===== src/rtl/hazard_scoreboard_unit_if.sv =====
// Pipeline-side bundle for hazard_scoreboard_unit: stage register IDs in, stall/flush/forward controls out.
interface hazard_scoreboard_unit_if #(
  parameter int unsigned RW    = 5,
  parameter int unsigned CNT_W = 16
);
  logic          d_valid, d_uses_rs1, d_uses_rs2, d_memren;
  logic [RW-1:0] d_rs1, d_rs2;
  logic          e_valid, e_memren, e_redirect;
  logic [RW-1:0] e_rs1, e_rs2, e_rd;
  logic [RW-1:0] m_rd, m_rs2;
  logic          m_regwren, m_memren, m_memwren;
  logic [RW-1:0] w_rd;
  logic          w_regwren;
  logic          ld_rsp_valid;
  logic [RW-1:0] ld_rsp_rd;

  logic             stall_if, ifid_wren, ifid_flush, idex_flush;
  logic [1:0]       rs1_sel, rs2_sel;
  logic             wm_fwd_sel;
  logic             sb_busy;
  logic [CNT_W-1:0] stall_cycles, flush_events;
  logic             watchdog_err;

  modport master (
    output d_valid, d_uses_rs1, d_uses_rs2, d_memren, d_rs1, d_rs2,
           e_valid, e_memren, e_redirect, e_rs1, e_rs2, e_rd,
           m_rd, m_rs2, m_regwren, m_memren, m_memwren,
           w_rd, w_regwren, ld_rsp_valid, ld_rsp_rd,
    input  stall_if, ifid_wren, ifid_flush, idex_flush, rs1_sel, rs2_sel,
           wm_fwd_sel, sb_busy, stall_cycles, flush_events, watchdog_err
  );

  modport slave (
    input  d_valid, d_uses_rs1, d_uses_rs2, d_memren, d_rs1, d_rs2,
           e_valid, e_memren, e_redirect, e_rs1, e_rs2, e_rd,
           m_rd, m_rs2, m_regwren, m_memren, m_memwren,
           w_rd, w_regwren, ld_rsp_valid, ld_rsp_rd,
    output stall_if, ifid_wren, ifid_flush, idex_flush, rs1_sel, rs2_sel,
           wm_fwd_sel, sb_busy, stall_cycles, flush_events, watchdog_err
  );
endinterface


===== src/rtl/hazard_scoreboard_unit.sv =====
// Hazard/forwarding controller with per-register load scoreboard, outstanding-load limit and stall watchdog.
// Optional performance counters are built when HAZ_PERF_CNT_EN is defined; otherwise they read as zero.
module hazard_scoreboard_unit #(
  parameter int unsigned NREG       = 32,
  parameter int unsigned MAX_OUTST  = 2,
  parameter int unsigned RF_BYPASS  = 0,
  parameter int unsigned WDOG_LIMIT = 64,
  parameter int unsigned CNT_W      = 16
) (
  input  logic                    clk,
  input  logic                    reset,
  hazard_scoreboard_unit_if.slave bus
);
  localparam int unsigned RW = $clog2(NREG);
  localparam int unsigned OW = 4;
  localparam int unsigned SW = OW + 1;
  localparam int unsigned WW = $clog2(WDOG_LIMIT + 1);

  logic [NREG-1:0] pend_q, pend_d;
  logic [OW-1:0]   outst_q, outst_d;
  logic [WW-1:0]   wdog_q, wdog_d;
  logic            err_q, err_d;

  logic       e_ld, rsp_take, raw1, raw2, wd1, wd2, full, stall, redir;
  logic       mem_fwd_ok, wb_fwd_ok;
  logic       stall_if_c, ifid_wren_c, ifid_flush_c, idex_flush_c, wm_fwd_c;
  logic [1:0] rs1_sel_c, rs2_sel_c;

  always_ff @(posedge clk) begin
    if (reset) begin
      pend_q  <= '0;
      outst_q <= '0;
      wdog_q  <= '0;
      err_q   <= 1'b0;
    end else begin
      pend_q  <= pend_d;
      outst_q <= outst_d;
      wdog_q  <= wdog_d;
      err_q   <= err_d;
    end
  end

  // Hazard detection and pipeline control; only registered pend bits gate the stall.
  always_comb begin
    e_ld = bus.e_valid & bus.e_memren & (bus.e_rd != RW'(0));
    raw1 = bus.d_uses_rs1 & (bus.d_rs1 != RW'(0)) &
           (pend_q[bus.d_rs1] | (e_ld & (bus.e_rd == bus.d_rs1)));
    raw2 = bus.d_uses_rs2 & (bus.d_rs2 != RW'(0)) &
           (pend_q[bus.d_rs2] | (e_ld & (bus.e_rd == bus.d_rs2)));
    wd1  = (RF_BYPASS == 0) & bus.d_uses_rs1 & bus.w_regwren &
           (bus.w_rd != RW'(0)) & (bus.w_rd == bus.d_rs1);
    wd2  = (RF_BYPASS == 0) & bus.d_uses_rs2 & bus.w_regwren &
           (bus.w_rd != RW'(0)) & (bus.w_rd == bus.d_rs2);
    full = bus.d_memren & (({1'b0, outst_q} + SW'(e_ld)) >= SW'(MAX_OUTST));
    stall = bus.d_valid & (raw1 | raw2 | wd1 | wd2 | full);
    redir = bus.e_valid & bus.e_redirect;

    // A redirect makes the stalled ID instruction wrong-path, so it wins.
    stall_if_c   = stall & ~redir;
    ifid_wren_c  = ~stall | redir;
    ifid_flush_c = redir;
    idex_flush_c = stall | redir;
  end

  // Operand forwarding; a load in MEM has no data yet so it cannot source EX.
  always_comb begin
    mem_fwd_ok = bus.m_regwren & ~bus.m_memren & (bus.m_rd != RW'(0));
    wb_fwd_ok  = bus.w_regwren & (bus.w_rd != RW'(0));
    rs1_sel_c  = 2'b00;
    rs2_sel_c  = 2'b00;
    if (mem_fwd_ok && bus.m_rd == bus.e_rs1)      rs1_sel_c = 2'b01;
    else if (wb_fwd_ok && bus.w_rd == bus.e_rs1)  rs1_sel_c = 2'b10;
    if (mem_fwd_ok && bus.m_rd == bus.e_rs2)      rs2_sel_c = 2'b01;
    else if (wb_fwd_ok && bus.w_rd == bus.e_rs2)  rs2_sel_c = 2'b10;
    wm_fwd_c = bus.m_memwren & wb_fwd_ok & (bus.w_rd == bus.m_rs2);
  end

  // Scoreboard, outstanding-load count and watchdog next state.
  always_comb begin
    pend_d   = pend_q;
    outst_d  = outst_q;
    wdog_d   = '0;
    rsp_take = bus.ld_rsp_valid & (outst_q != OW'(0));

    if (bus.ld_rsp_valid && bus.ld_rsp_rd != RW'(0)) pend_d[bus.ld_rsp_rd] = 1'b0;
    if (e_ld) pend_d[bus.e_rd] = 1'b1;

    if (e_ld && !rsp_take && outst_q != OW'(15)) outst_d = outst_q + OW'(1);
    else if (!e_ld && rsp_take)                  outst_d = outst_q - OW'(1);

    if (stall_if_c) begin
      wdog_d = (wdog_q == WW'(WDOG_LIMIT)) ? wdog_q : wdog_q + WW'(1);
    end
    err_d = err_q | (wdog_d == WW'(WDOG_LIMIT));
  end

`ifdef HAZ_PERF_CNT_EN
  logic [CNT_W-1:0] stall_cnt_q, flush_cnt_q;

  // Saturating event counters.
  always_ff @(posedge clk) begin
    if (reset) begin
      stall_cnt_q <= '0;
      flush_cnt_q <= '0;
    end else begin
      if (stall_if_c && stall_cnt_q != '1) stall_cnt_q <= stall_cnt_q + CNT_W'(1);
      if (redir && flush_cnt_q != '1)      flush_cnt_q <= flush_cnt_q + CNT_W'(1);
    end
  end

  assign bus.stall_cycles = stall_cnt_q;
  assign bus.flush_events = flush_cnt_q;
`else
  assign bus.stall_cycles = '0;
  assign bus.flush_events = '0;
`endif

  assign bus.stall_if     = stall_if_c;
  assign bus.ifid_wren    = ifid_wren_c;
  assign bus.ifid_flush   = ifid_flush_c;
  assign bus.idex_flush   = idex_flush_c;
  assign bus.rs1_sel      = rs1_sel_c;
  assign bus.rs2_sel      = rs2_sel_c;
  assign bus.wm_fwd_sel   = wm_fwd_c;
  assign bus.sb_busy      = |pend_q;
  assign bus.watchdog_err = err_q;
endmodule


===== src/flat_wrapper.sv =====
// flat-port wrapper written by rule: the top's interface ports become plain ports
module hazard_scoreboard_unit_flat 
#(
  parameter int unsigned NREG       = 32,
  parameter int unsigned MAX_OUTST  = 2,
  parameter int unsigned RF_BYPASS  = 0,
  parameter int unsigned WDOG_LIMIT = 64,
  parameter int unsigned CNT_W      = 16
)
  (clk, reset, bus_d_valid, bus_d_uses_rs1, bus_d_uses_rs2, bus_d_memren, bus_d_rs1, bus_d_rs2, bus_e_valid, bus_e_memren, bus_e_redirect, bus_e_rs1, bus_e_rs2, bus_e_rd, bus_m_rd, bus_m_rs2, bus_m_regwren, bus_m_memren, bus_m_memwren, bus_w_rd, bus_w_regwren, bus_ld_rsp_valid, bus_ld_rsp_rd, bus_stall_if, bus_ifid_wren, bus_ifid_flush, bus_idex_flush, bus_rs1_sel, bus_rs2_sel, bus_wm_fwd_sel, bus_sb_busy, bus_stall_cycles, bus_flush_events, bus_watchdog_err);
  hazard_scoreboard_unit_if #(.RW(5), .CNT_W(CNT_W)) bus_i ();
  input  logic clk;
  input  logic reset;
  input wire logic [$bits(bus_i.d_valid)-1:0] bus_d_valid;
  input wire logic [$bits(bus_i.d_uses_rs1)-1:0] bus_d_uses_rs1;
  input wire logic [$bits(bus_i.d_uses_rs2)-1:0] bus_d_uses_rs2;
  input wire logic [$bits(bus_i.d_memren)-1:0] bus_d_memren;
  input wire logic [$bits(bus_i.d_rs1)-1:0] bus_d_rs1;
  input wire logic [$bits(bus_i.d_rs2)-1:0] bus_d_rs2;
  input wire logic [$bits(bus_i.e_valid)-1:0] bus_e_valid;
  input wire logic [$bits(bus_i.e_memren)-1:0] bus_e_memren;
  input wire logic [$bits(bus_i.e_redirect)-1:0] bus_e_redirect;
  input wire logic [$bits(bus_i.e_rs1)-1:0] bus_e_rs1;
  input wire logic [$bits(bus_i.e_rs2)-1:0] bus_e_rs2;
  input wire logic [$bits(bus_i.e_rd)-1:0] bus_e_rd;
  input wire logic [$bits(bus_i.m_rd)-1:0] bus_m_rd;
  input wire logic [$bits(bus_i.m_rs2)-1:0] bus_m_rs2;
  input wire logic [$bits(bus_i.m_regwren)-1:0] bus_m_regwren;
  input wire logic [$bits(bus_i.m_memren)-1:0] bus_m_memren;
  input wire logic [$bits(bus_i.m_memwren)-1:0] bus_m_memwren;
  input wire logic [$bits(bus_i.w_rd)-1:0] bus_w_rd;
  input wire logic [$bits(bus_i.w_regwren)-1:0] bus_w_regwren;
  input wire logic [$bits(bus_i.ld_rsp_valid)-1:0] bus_ld_rsp_valid;
  input wire logic [$bits(bus_i.ld_rsp_rd)-1:0] bus_ld_rsp_rd;
  output wire logic [$bits(bus_i.stall_if)-1:0] bus_stall_if;
  output wire logic [$bits(bus_i.ifid_wren)-1:0] bus_ifid_wren;
  output wire logic [$bits(bus_i.ifid_flush)-1:0] bus_ifid_flush;
  output wire logic [$bits(bus_i.idex_flush)-1:0] bus_idex_flush;
  output wire logic [$bits(bus_i.rs1_sel)-1:0] bus_rs1_sel;
  output wire logic [$bits(bus_i.rs2_sel)-1:0] bus_rs2_sel;
  output wire logic [$bits(bus_i.wm_fwd_sel)-1:0] bus_wm_fwd_sel;
  output wire logic [$bits(bus_i.sb_busy)-1:0] bus_sb_busy;
  output wire logic [$bits(bus_i.stall_cycles)-1:0] bus_stall_cycles;
  output wire logic [$bits(bus_i.flush_events)-1:0] bus_flush_events;
  output wire logic [$bits(bus_i.watchdog_err)-1:0] bus_watchdog_err;
  assign bus_i.d_valid = bus_d_valid;
  assign bus_i.d_uses_rs1 = bus_d_uses_rs1;
  assign bus_i.d_uses_rs2 = bus_d_uses_rs2;
  assign bus_i.d_memren = bus_d_memren;
  assign bus_i.d_rs1 = bus_d_rs1;
  assign bus_i.d_rs2 = bus_d_rs2;
  assign bus_i.e_valid = bus_e_valid;
  assign bus_i.e_memren = bus_e_memren;
  assign bus_i.e_redirect = bus_e_redirect;
  assign bus_i.e_rs1 = bus_e_rs1;
  assign bus_i.e_rs2 = bus_e_rs2;
  assign bus_i.e_rd = bus_e_rd;
  assign bus_i.m_rd = bus_m_rd;
  assign bus_i.m_rs2 = bus_m_rs2;
  assign bus_i.m_regwren = bus_m_regwren;
  assign bus_i.m_memren = bus_m_memren;
  assign bus_i.m_memwren = bus_m_memwren;
  assign bus_i.w_rd = bus_w_rd;
  assign bus_i.w_regwren = bus_w_regwren;
  assign bus_i.ld_rsp_valid = bus_ld_rsp_valid;
  assign bus_i.ld_rsp_rd = bus_ld_rsp_rd;
  assign bus_stall_if = bus_i.stall_if;
  assign bus_ifid_wren = bus_i.ifid_wren;
  assign bus_ifid_flush = bus_i.ifid_flush;
  assign bus_idex_flush = bus_i.idex_flush;
  assign bus_rs1_sel = bus_i.rs1_sel;
  assign bus_rs2_sel = bus_i.rs2_sel;
  assign bus_wm_fwd_sel = bus_i.wm_fwd_sel;
  assign bus_sb_busy = bus_i.sb_busy;
  assign bus_stall_cycles = bus_i.stall_cycles;
  assign bus_flush_events = bus_i.flush_events;
  assign bus_watchdog_err = bus_i.watchdog_err;
  hazard_scoreboard_unit #(.NREG(NREG), .MAX_OUTST(MAX_OUTST), .RF_BYPASS(RF_BYPASS), .WDOG_LIMIT(WDOG_LIMIT), .CNT_W(CNT_W)) u_core (.clk(clk), .reset(reset), .bus(bus_i));
endmodule

===== config.mk =====
export PLATFORM = sky130hd
export DESIGN_NAME = hazard_scoreboard_unit_flat
export DESIGN_NICKNAME = d
export VERILOG_FILES = /design/src/rtl/hazard_scoreboard_unit_if.sv /design/src/rtl/hazard_scoreboard_unit.sv /design/src/flat_wrapper.sv
export SDC_FILE = /design/constraint.sdc
export NUM_CORES = 1
export LEC_CHECK = 0
export ABC_AREA = 1
export CORE_MARGIN = 4
export CORE_UTILIZATION = 40
export CTS_BUF_LIST = sky130_fd_sc_hd__clkbuf_4
export DETAILED_ROUTE_END_ITERATION = 8
export MAX_ROUTING_LAYER = met4
export PLACE_DENSITY = 0.67
export RECOVER_POWER = 50
export REMOVE_ABC_BUFFERS = 1
export SLEW_MARGIN = 5
export SYNTH_ARGS = -nofsm -noshare
export SYNTH_HDL_FRONTEND = slang
export SYNTH_SLANG_ARGS = --single-unit

===== constraint.sdc =====
create_clock -name clk -period 2.8 [get_ports clk]
set_input_delay 0.42 -clock clk [delete_from_list [all_inputs] [get_ports clk]]
set_output_delay 0.42 -clock clk [all_outputs]
set_load 0.03 [all_outputs]

==> results of run 1 <==
[area by class of cell]
| cell class | instances | area share, % |
|---|---|---|
| Clock inverter | 3 | 0.498 |
| Tap cell | 129 | 3.21 |
| Timing Repair Buffer | 131 | 23.4 |
| Inverter | 78 | 5.93 |
| Sequential cell | 44 | 17.5 |
| Multi-Input combinational cell | 465 | 48.6 |
| Clock buffer | 5 | 0.747 |
[worst max-delay path by stage]
stage	start	end	slack, ns	depth (start not counted)
2_1_floorplan	bus_e_rd[2]	bus_ifid_wren	0.15	15
3_3_place_gp	bus_e_rd[2]	bus_idex_flush	-0.86	16
3_5_place_dp	bus_e_rd[2]	bus_idex_flush	-0.89	16
4_1_cts	bus_e_rd[4]	bus_ifid_wren	-0.04	18
5_1_grt	bus_e_rd[3]	bus_ifid_wren	-0.14	18
6_report	bus_d_rs1[0]	bus_ifid_wren	0.02	17
[repair_timing]
action / in CTS / in global routing
gates resized for setup: 50 / 10
setup endpoints to repair: 3 / 6
pin swaps: 11 / 5
buffers inserted: 5 / 0
[cell usage after synthesis (3+ instances only)]
master	n
ha_1	6
nand2_1	138
xnor2_1	16
nand4_1	12
nand3_1	67
inv_2	8
clkbuf_1	5
nor4_1	9
nor3_1	22
xor2_1	23
o211ai_1	5
o21ai_1	3
dfxtp_1	44
buf_6	3
buf_2	15
o22ai_1	3
inv_1	69
buf_4	33
nor2_1	30
a21oi_1	39
o21ai_0	39
[cells by family after synthesis]
family / synth area share [%]
XOR/XNOR: 8.95
other: 0.0982
AND/OR/NAND/NOR: 33.3
adder cells (fa/ha/maj): 2.49
flip-flops: 23.1
buffers and inverters: 17.5
AO/OA/AOI/OAI: 14.6
[worst max-delay path, cell delays in order]
cell	delay (ns)
clkdlybuf4s50_1	0.57
buf_12	0.19
nor2_1	0.06
nor2_1	0.08
nand2_1	0.06
nand3_1	0.07
nand3_1	0.09
nand2_1	0.08
nand2_1	0.05
nand3_1	0.09
nand2_1	0.07
nand3_2	0.08
nand2_2	0.07
nor2_4	0.11
buf_6	0.11
inv_4	0.03
buf_6	0.12
[where the power goes]
group / leakage (nW) / switching, mW / internal, mW
registers: 0.356 / 0.0311 / 0.649
logic: 1.89 / 0.414 / 0.326
clock network: 0.0322 / 0.244 / 0.105
total: 2.28 / 0.689 / 1.08
[metal layers]
metal,track usage [%],routed length [um],vias up
met5,-,0,-
met4,6.75,235,0
li1,-,-,2178
met3,2.94,808,30
met2,39.5,6020,191
met1,25.9,5180,2035
[metrics by stage]
step	instances	power (mW)	setup WS (ns)	util [%]
floorplan	587	1.06	0.151	-
global placement	842	1.38	-0.863	52.4
detailed placement	842	1.39	-0.888	52.4
CTS	855	1.77	-0.0434	54.0
global route	855	1.89	-0.141	54.1
finish	855	1.77	0.0198	54.1
[registers in the layout (all words and copies together) (netlist names)]
signal	flops
u_core.wdog_q	7
u_core.bus.watchdog_err	1
u_core.outst_q	4
u_core.pend_q	32
==> summary.txt, run 1 <==
Run status
  – Outcome: finished clean

Worst setup path
  – Critical path class: input pin to primary output
  – Critical R2R Capture: u_core.outst_q[3]$_SDFFE_PP0P_
  – Worst setup SP type: input pin
  – Worst flop-to-flop path startpoint: u_core.outst_q[0]$_SDFFE_PP0P_
  – R2R setup slack: 0.40 ns
  – Arr. time, crit path: 2.36 ns
  – Reg2Reg Depth: 12
  – CP endpoint kind: primary output
  – Critical path data required time: 2.38 ns
  – Worst Path Max Fanout: 20

STA
  – Finish-stage setup viols: 0
  – Final slew viol count: 0
  – Tmin final: 2.78 ns
  – Smallest hold slack: 0.359 ns
  – Worst Tran Pin Value: 0.780 ns
  – Highest clock rate: 360 MHz
  – Clk_skew: 0.0124 ns
  – Setup TNS: 0 ns
  – RSZ-0062 raised after global routing: true
  – Final Cycle Share: 99.3%
  – Final hold vios: 0
  – Max transition margin: 47.9%

Clock tree
  – CTS tree: yes
  – Clock Latency Late Sink: 0.37 ns
  – CTS Buf Count: 5
  – Number of clock sinks: 44
  – Clock transition at path regs: 0.15 ns
  – H-Tree Depth: 2
  – CTS max path bufs: 2
  – Root Buffer: clkbuf_4
  – # hold bufs at CTS: 0

Logic synthesis
  – Register area share after synthesis: 23.1%
  – EDFF count, synth: 0
  – Synth async-reset ratio: 0%
  – Synth unique cells: 40
  – Largest area contributor in the netlist: dfxtp_1
  – Number of synthesized register bits: 44
  – Mapped cell area: 3820 sq um
  – Post-Synthesis Cells: 612
  – Commonest register cell after synthesis: dfxtp_1
  – Mapped Avg Cell Area: 6.24 sq um
  – Synth top area share: 23.1%
  – Synth area leaders: dfxtp_1 23%, nand2_1 14%, nand3_1 8.8%
  – YS warnings: 0

Detailed routing
  – Via count: 4,434
  – Vias per cell: 5.19
  – Initial DRT Pass Iterations: 5
  – Residual DRC: 0
  – Final WL: 12,200 um
  – Drt initial violations: 307
  – Detail Route Antenna Nets: 0
  – WL/cell: 14.3 um

Cells and area
  – Finished Cell Area: 5020 sq um
  – Filler Cells Inserted: 970
  – Most frequent cells in the layout: 135 x nand2_1, 68 x inv_1, 67 x nand3_1, 57 x buf_4, 50 x clkdlybuf4s50_1
  – Final nets: 791
  – Multi-input gate area: 2440 sq um
  – Leading cell type in the layout, fill and taps excluded: nand2_1
  – Area delta synth->final: 31.6%
  – Antenna diodes: 0
  – Layout cells sized above 1: 14.0%
  – Reg area: 881 sq um

Pwr
  – P per Cell Area: 352 nW/um^2
  – Worst vdd ir: 0.209 mV
  – Leakage: 2.28 nW

Floorplan
  – Ports: 102
  – Num rows: 35
  – Core box area: 9280 sq um
  – Die area: 11,200 sq um
  – Die Span Y: 106 um
  – Starting Density: 41.1%
  – Die X-Extent: 106 um

Placement
  – HPWL after DPL: 9750 um
  – PortBufs: 69
  – Gp weighted congestion: 0.916
  – Placed cell areas: 4870 sq um

Global routing
  – GRT overflow: 0
  – Initial antenna violation count: 0
  – Global Route Usage Sum: 22.2%
  – First-pass GRT wire length: 19,900 um
  – Vias in the first global route: 4,276
  – Largest net degree at the start of global routing: 24

Hold path
  – Hold Crit Class: input pin to flop
  – Worst hold stages: 4
  – Hold path start: bus_e_rd[1]
  – Hold EP: u_core.pend_q[28]$_SDFF_PP0_

Run
  – # Max-Cap Violations: 0
Power figures use the tool's default switching activity.
==> run 2, diff against run 1 <==
CORE_MARGIN = 2   (was 4)
CTS_BUF_LIST = sky130_fd_sc_hd__clkbuf_2   (was sky130_fd_sc_hd__clkbuf_4)
==> run 2 against run 1 <==
  * First-iteration DRC count is 17% higher
  * Setup slack worse by 0.0085 ns
  * Count of clock-buffer cells in the layout is the same
  * The run now ends with max-capacitance violations, max-slew violations left
  * Cell area grew 1.2%
  * Fmax shrank 0.30%
  * Combinational power is essentially flat
  * Largest power group unchanged
  * Die area fell by 7.4%
  * Sequential share of layout area down 0.20 points
  * Flip-flop and latch count did not move
  * Hold slack improved by 0.016 ns
  * Clock skew fell by 0.0034 ns
  * Sequential power hardly changed
  * Critical endpoint unchanged
  * Critical path type unchanged
==> summary.txt, run 2 (synthesis results as in run 1) <==
Floorplan
  – Ports: 102
  – Num rows: 35
  – Core box area: 9240 sq um
  – Starting Density: 41.3%
  – Die area: 10,300 sq um
  – Die X-Extent: 102 um
  – Die Span Y: 102 um

STA
  – Smallest hold slack: 0.375 ns
  – Final hold vios: 0
  – Clk_skew: 0.00899 ns
  – Final Cycle Share: 99.6%
  – Final slew viol count: 43
  – Tmin final: 2.79 ns
  – RSZ-0062 raised after global routing: true
  – Max transition margin: -31.3%
  – Highest clock rate: 359 MHz
  – Worst Tran Pin Value: 1.97 ns
  – Finish-stage setup viols: 0

Global routing
  – First-pass GRT wire length: 19,400 um
  – Largest net degree at the start of global routing: 43
  – Initial antenna violation count: 0
  – Vias in the first global route: 4,051
  – Global Route Usage Sum: 24.2%
  – GRT overflow: 0

Clock tree
  – Clock transition at path regs: 0.26 ns
  – Root Buffer: clkbuf_2
  – # hold bufs at CTS: 0
  – Number of clock sinks: 44
  – CTS max path bufs: 2
  – CTS Buf Count: 5
  – Clock Latency Late Sink: 0.45 ns
  – CTS tree: yes
  – H-Tree Depth: 2

Cells and area
  – Max reg flops: 32
  – Antenna diodes: 0
  – Leading cell type in the layout, fill and taps excluded: nand2_1
  – Largest registers: u_core.pend_q x32, u_core.wdog_q x7, u_core.outst_q x4
  – Filler Cells Inserted: 897
  – Largest Register: u_core.pend_q
  – Finished Cell Area: 5080 sq um
  – Final nets: 796
  – Most frequent cells in the layout: 135 x nand2_1, 69 x inv_1, 67 x nand3_1, 65 x buf_4, 51 x clkdlybuf4s50_1
  – Area delta synth->final: 33.1%
  – Layout cells sized above 1: 15.2%

Placement
  – Placed cell areas: 4910 sq um
  – Gp weighted congestion: 0.950
  – PortBufs: 69
  – HPWL after DPL: 9460 um

Worst setup path
  – Worst flop-to-flop path startpoint: u_core.outst_q[0]$_SDFFE_PP0P_
  – Arr. time, crit path: 2.37 ns
  – Worst setup SP type: input pin
  – Critical path class: input pin to primary output
  – CP endpoint kind: primary output
  – Worst Path Max Fanout: 2
  – Setup crit start: bus_e_rd[3]
  – Critical path data required time: 2.38 ns

Detailed routing
  – Final WL: 12,000 um
  – Vias per cell: 5.16
  – Initial DRT Pass Iterations: 5
  – Detail Route Antenna Nets: 0
  – WL/cell: 13.9 um
  – Via count: 4,435
  – Drt initial violations: 360
  – Residual DRC: 0

Hold path
  – Hold Crit Class: input pin to flop
  – Hold path start: bus_e_rd[0]

Pwr
  – Leakage: 2.31 nW
  – Worst vdd ir: 0.199 mV
  – P per Cell Area: 361 nW/um^2

Run
  – # Max-Cap Violations: 1

Run status
  – Outcome: finished with violations
  – Failing checks: max-capacitance violations, max-slew violations
[run 2: cell count changes in the layout (fill, tap and decap cells not counted), sizes merged]
cell,delta
buf,+7
bufinv,+1
clkbuf,-2
clkdlybuf4s50,+1
clkinvlp,-1
dlygate4sd2,+2
dlygate4sd3,-1
dlymetal6s2s,-2
[run 2: layer usage]
metal	part of all wire, %	track usage [%]
met5	0	-
met4	1.5	6.13
met3	8.6	3.45
met2	50	43.1
met1	40	28.5
[run 2: timing repair]
item                       CTS  global route
pin swaps                   10             8
resized for setup           48            11
buffers inserted             4             2
setup endpoints to repair    5             4
[run 2: stage by stage]
step	setup TNS, ns	setup slack [ns]	std cells	power, mW	utilization, %
2_1_floorplan	0	0.151	587	1.06	-
3_3_place_gp	-4.07	-0.846	846	1.38	53.1
3_5_place_dp	-4.55	-0.879	846	1.40	53.1
4_1_cts	-0.0555	-0.0555	858	1.83	54.8
5_1_grt	-0.146	-0.102	860	1.93	55.0
6_report	0	0.0113	860	1.84	55.0
[run 2: worst paths after layout]
check                                    to  slack (ns)  cells after the start
max                           bus_ifid_wren        0.01                     18
min            u_core.pend_q[31]$_SDFF_PP0_        0.38                      4
max reg2reg  u_core.outst_q[3]$_SDFFE_PP0P_        0.34                     13
min reg2reg    u_core.pend_q[20]$_SDFF_PP0_        0.49                      2
[run 2: critical path: stages]
cell	delay, ns
buf_6	0.10
nor3_4	0.23
nand2_2	0.08
nand2_2	0.07
inv_2	0.05
ha_4	0.16
ha_4	0.15
o21ai_2	0.10
inv_1	0.06
o31ai_2	0.24
nand2_1	0.09
nor2_2	0.10
nand3_2	0.09
nand2_2	0.10
nor2_4	0.04
buf_6	0.11
inv_4	0.04
buf_6	0.12
[run 2: power breakdown]
part           switching, mW  internal, mW  total [mW]
Combinational          0.416         0.324       0.739
Sequential            0.0302         0.651       0.682
Clock                  0.253         0.161       0.415
Total                  0.699          1.14        1.84
[run 2: cell type report]
class                   instances  area [sq um]  area share [%]
multi-input cells             465          2450            48.2
well taps                     129           161            3.18
flip-flops and latches         44           881            17.3
clock inverters                 3          50.0           0.985
clock buffers                   5          25.0           0.492
repair buffers                136          1210            23.9
inverters                      78           298            5.86
==> run 3, diff against run 2 <==
CORE_MARGIN = default   (was 2)
SLEW_MARGIN = 20   (was 5)
==> run 3 against run 2 <==
  * Sequential share of layout area increased by 0.060 points
  * Count of clock-buffer cells in the layout did not move
  * Clock power is 7.7% lower
  * Cell area is 0.34% lower
  * The run ends with max-capacitance violations, max-slew violations, negative setup slack left
  * Final cell count decreased by 0.12%
  * Utilization is 0.19 points lower
  * Global-route usage grew 1.2 points
==> summary.txt, run 3 (synthesis results as in run 1) <==
Run status
  – Outcome: finished with violations
  – Failing checks: max-capacitance violations, max-slew violations, negative setup slack

Placement
  – PortBufs: 69
  – Placed insts: 843
  – HPWL after DPL: 9320 um
  – Gp weighted congestion: 0.924

Pwr
  – P per Cell Area: 358 nW/um^2
  – Leakage: 2.30 nW
  – Sw Pwr: 680 uW
  – Switching part of the total power: 37.5%
  – Sequential power share: 37.5%
  – Comb pwr share: 41.3%
  – Worst vdd ir: 0.193 mV
  – Pint: 1.13 mW
  – Clk pwr share: 21.1%

Detailed routing
  – Initial DRT Pass Iterations: 5
  – WL/cell: 13.9 um
  – Detail Route Antenna Nets: 0
  – Vias per cell: 5.12
  – Residual DRC: 0
  – Drt initial violations: 266
  – Via count: 4,400
  – Final WL: 11,900 um

Floorplan
  – Die X-Extent: 99.7 um
  – Die Span Y: 99.7 um
  – Die area: 9940 sq um
  – Starting Density: 41.3%
  – Num rows: 35
  – Ports: 102
  – Core box area: 9240 sq um

Clock tree
  – CTS tree: yes
  – Number of clock sinks: 44
  – Root Buffer: clkbuf_2
  – # hold bufs at CTS: 0
  – Clock Latency Late Sink: 0.44 ns
  – H-Tree Depth: 2
  – CTS Buf Count: 5
  – CTS max path bufs: 2
  – Clock transition at path regs: 0.23 ns

STA
  – RSZ-0062 raised after global routing: true
  – Final Cycle Share: 100%
  – Finish-stage setup viols: 1
  – Final worst slack: -0.00556 ns
  – Worst Tran Pin Value: 1.87 ns
  – Clk_skew: 0.00986 ns
  – Final slew viol count: 43
  – Tmin final: 2.81 ns
  – Final hold vios: 0
  – Highest clock rate: 356 MHz
  – Max transition margin: -24.6%

Worst setup path
  – Critical path class: input pin to primary output
  – Slowest cell on the critical path: nor3_4
  – Cell mode on critical path: nand2_2
  – Cells along the critical path: buf_8 -> nor3_4 -> nand2_2 -> nand2_2 -> inv_2 -> ha_4 -> ha_4 -> o21ai_2 -> inv_1 -> o31ai_2 -> nand2_1 -> nor2_2 -> nand3_2 -> nand2_2 -> nor2_4 -> buf_6 -> inv_4 -> buf_6
  – CP top delay family: simple AND/OR/NAND/NOR gates
  – Crit path buffers/inverters: 6
  – Arr. time, crit path: 2.39 ns
  – Worst setup SP type: input pin
  – Worst Path Max Fanout: 2
  – Slowest cell delay on critical path: 0.24 ns
  – Critical path data required time: 2.38 ns
  – CP endpoint kind: primary output

Cells and area
  – Most frequent cells in the layout: 135 x nand2_1, 69 x inv_1, 67 x nand3_1, 65 x buf_4, 51 x clkdlybuf4s50_1
  – Filler Cells Inserted: 917
  – Max reg flops: 32
  – Final nets: 795
  – Largest Register: u_core.pend_q
  – Layout cells sized above 1: 14.8%
  – Largest registers: u_core.pend_q x32, u_core.wdog_q x7, u_core.outst_q x4
  – Antenna diodes: 0
  – Area delta synth->final: 32.6%
  – Fin cells: 859
  – Leading cell type in the layout, fill and taps excluded: nand2_1
  – Final Core Density: 54.8%

Global routing
  – Global Route Usage Sum: 25.4%
  – Largest net degree at the start of global routing: 43
  – First-pass GRT wire length: 19,700 um
  – GRT overflow: 0
  – Vias in the first global route: 4,207
  – Initial antenna violation count: 0

Run
  – # Max-Cap Violations: 1

Hold path
  – Hold Crit Class: input pin to flop
-- run 3: changes by cell type in the layout (fill, tap and decap cells not counted), sizes merged --
cell         delta
buf             +1
clkbuf          -1
inv             -2
clkinv          +2
dlygate4sd2     -1
-- run 3: power by group through the flow --
stage / Sequential [mW] / Combinational (mW) / Clock [mW]
5_1_grt: 0.685 / 0.818 / 0.412
3_5_place_dp: 0.687 / 0.710 / 0
4_1_cts: 0.680 / 0.738 / 0.387
3_3_place_gp: 0.687 / 0.689 / 0
2_1_floorplan: 0.690 / 0.366 / 0
6_report: 0.681 / 0.750 / 0.383
-- run 3: worst min-delay path, stage by stage --
cell and delay, ns:
buf_2 0.11, nor2_4 0.05, nand2_1 0.06, a21oi_1 0.05
-- run 3: path summary, 6_finish.rpt --
check             depth (start not counted)                                from  slack [ns]                            endpoint
hold / removal                            4                         bus_e_rd[1]        0.27        u_core.pend_q[28]$_SDFF_PP0_
setup reg to reg                         12      u_core.outst_q[0]$_SDFFE_PP0P_        0.36      u_core.outst_q[3]$_SDFFE_PP0P_
hold reg to reg                           2  u_core.bus.watchdog_err$_SDFF_PP0_        0.48  u_core.bus.watchdog_err$_SDFF_PP0_
setup / recovery                         18                         bus_e_rd[3]      -0.006                       bus_ifid_wren
-- run 3: final cells by class --
cell class	instances	area (sq um)	area share, %
repair buffers	135	1210	24.0
clock buffers	5	25.0	0.494
clock inverters	3	42.5	0.840
inverters	78	298	5.88
multi-input cells	465	2440	48.2
flip-flops and latches	44	881	17.4
well taps	129	161	3.19
-- run 3: timing repair --
action,4_1_cts,5_1_grt
endpoints found under the hold margin,0,0
gates resized for setup,50,9
buffers inserted,6,2
endpoints found under the setup margin,4,4
pin swaps,11,8
gates cloned,0,0
-- run 3: routing by layer --
metal  vias to the layer above  global-route usage (%)  share of wire, %
met4                         0                    7.69               1.7
met5                         -                       -                 0
met2                       184                    44.4                50
met1                      2016                    30.8                43
li1                       2180                       -                 -
met3                        20                    2.60               5.9
-- run 3: stage by stage --
step	hold slack [ns]	TNS (ns)	instance area [sq um]	total power [mW]	setup WS (ns)
6_report	0.273	-0.00556	5060	1.81	-0.00556
5_1_grt	0.292	-0.0982	5060	1.91	-0.0982
4_1_cts	0.279	-0.0833	5030	1.80	-0.0833
3_5_place_dp	0.457	-4.78	4870	1.40	-0.906
2_1_floorplan	0.437	0	3560	1.06	0.151
3_3_place_gp	0.455	-4.20	4870	1.38	-0.844
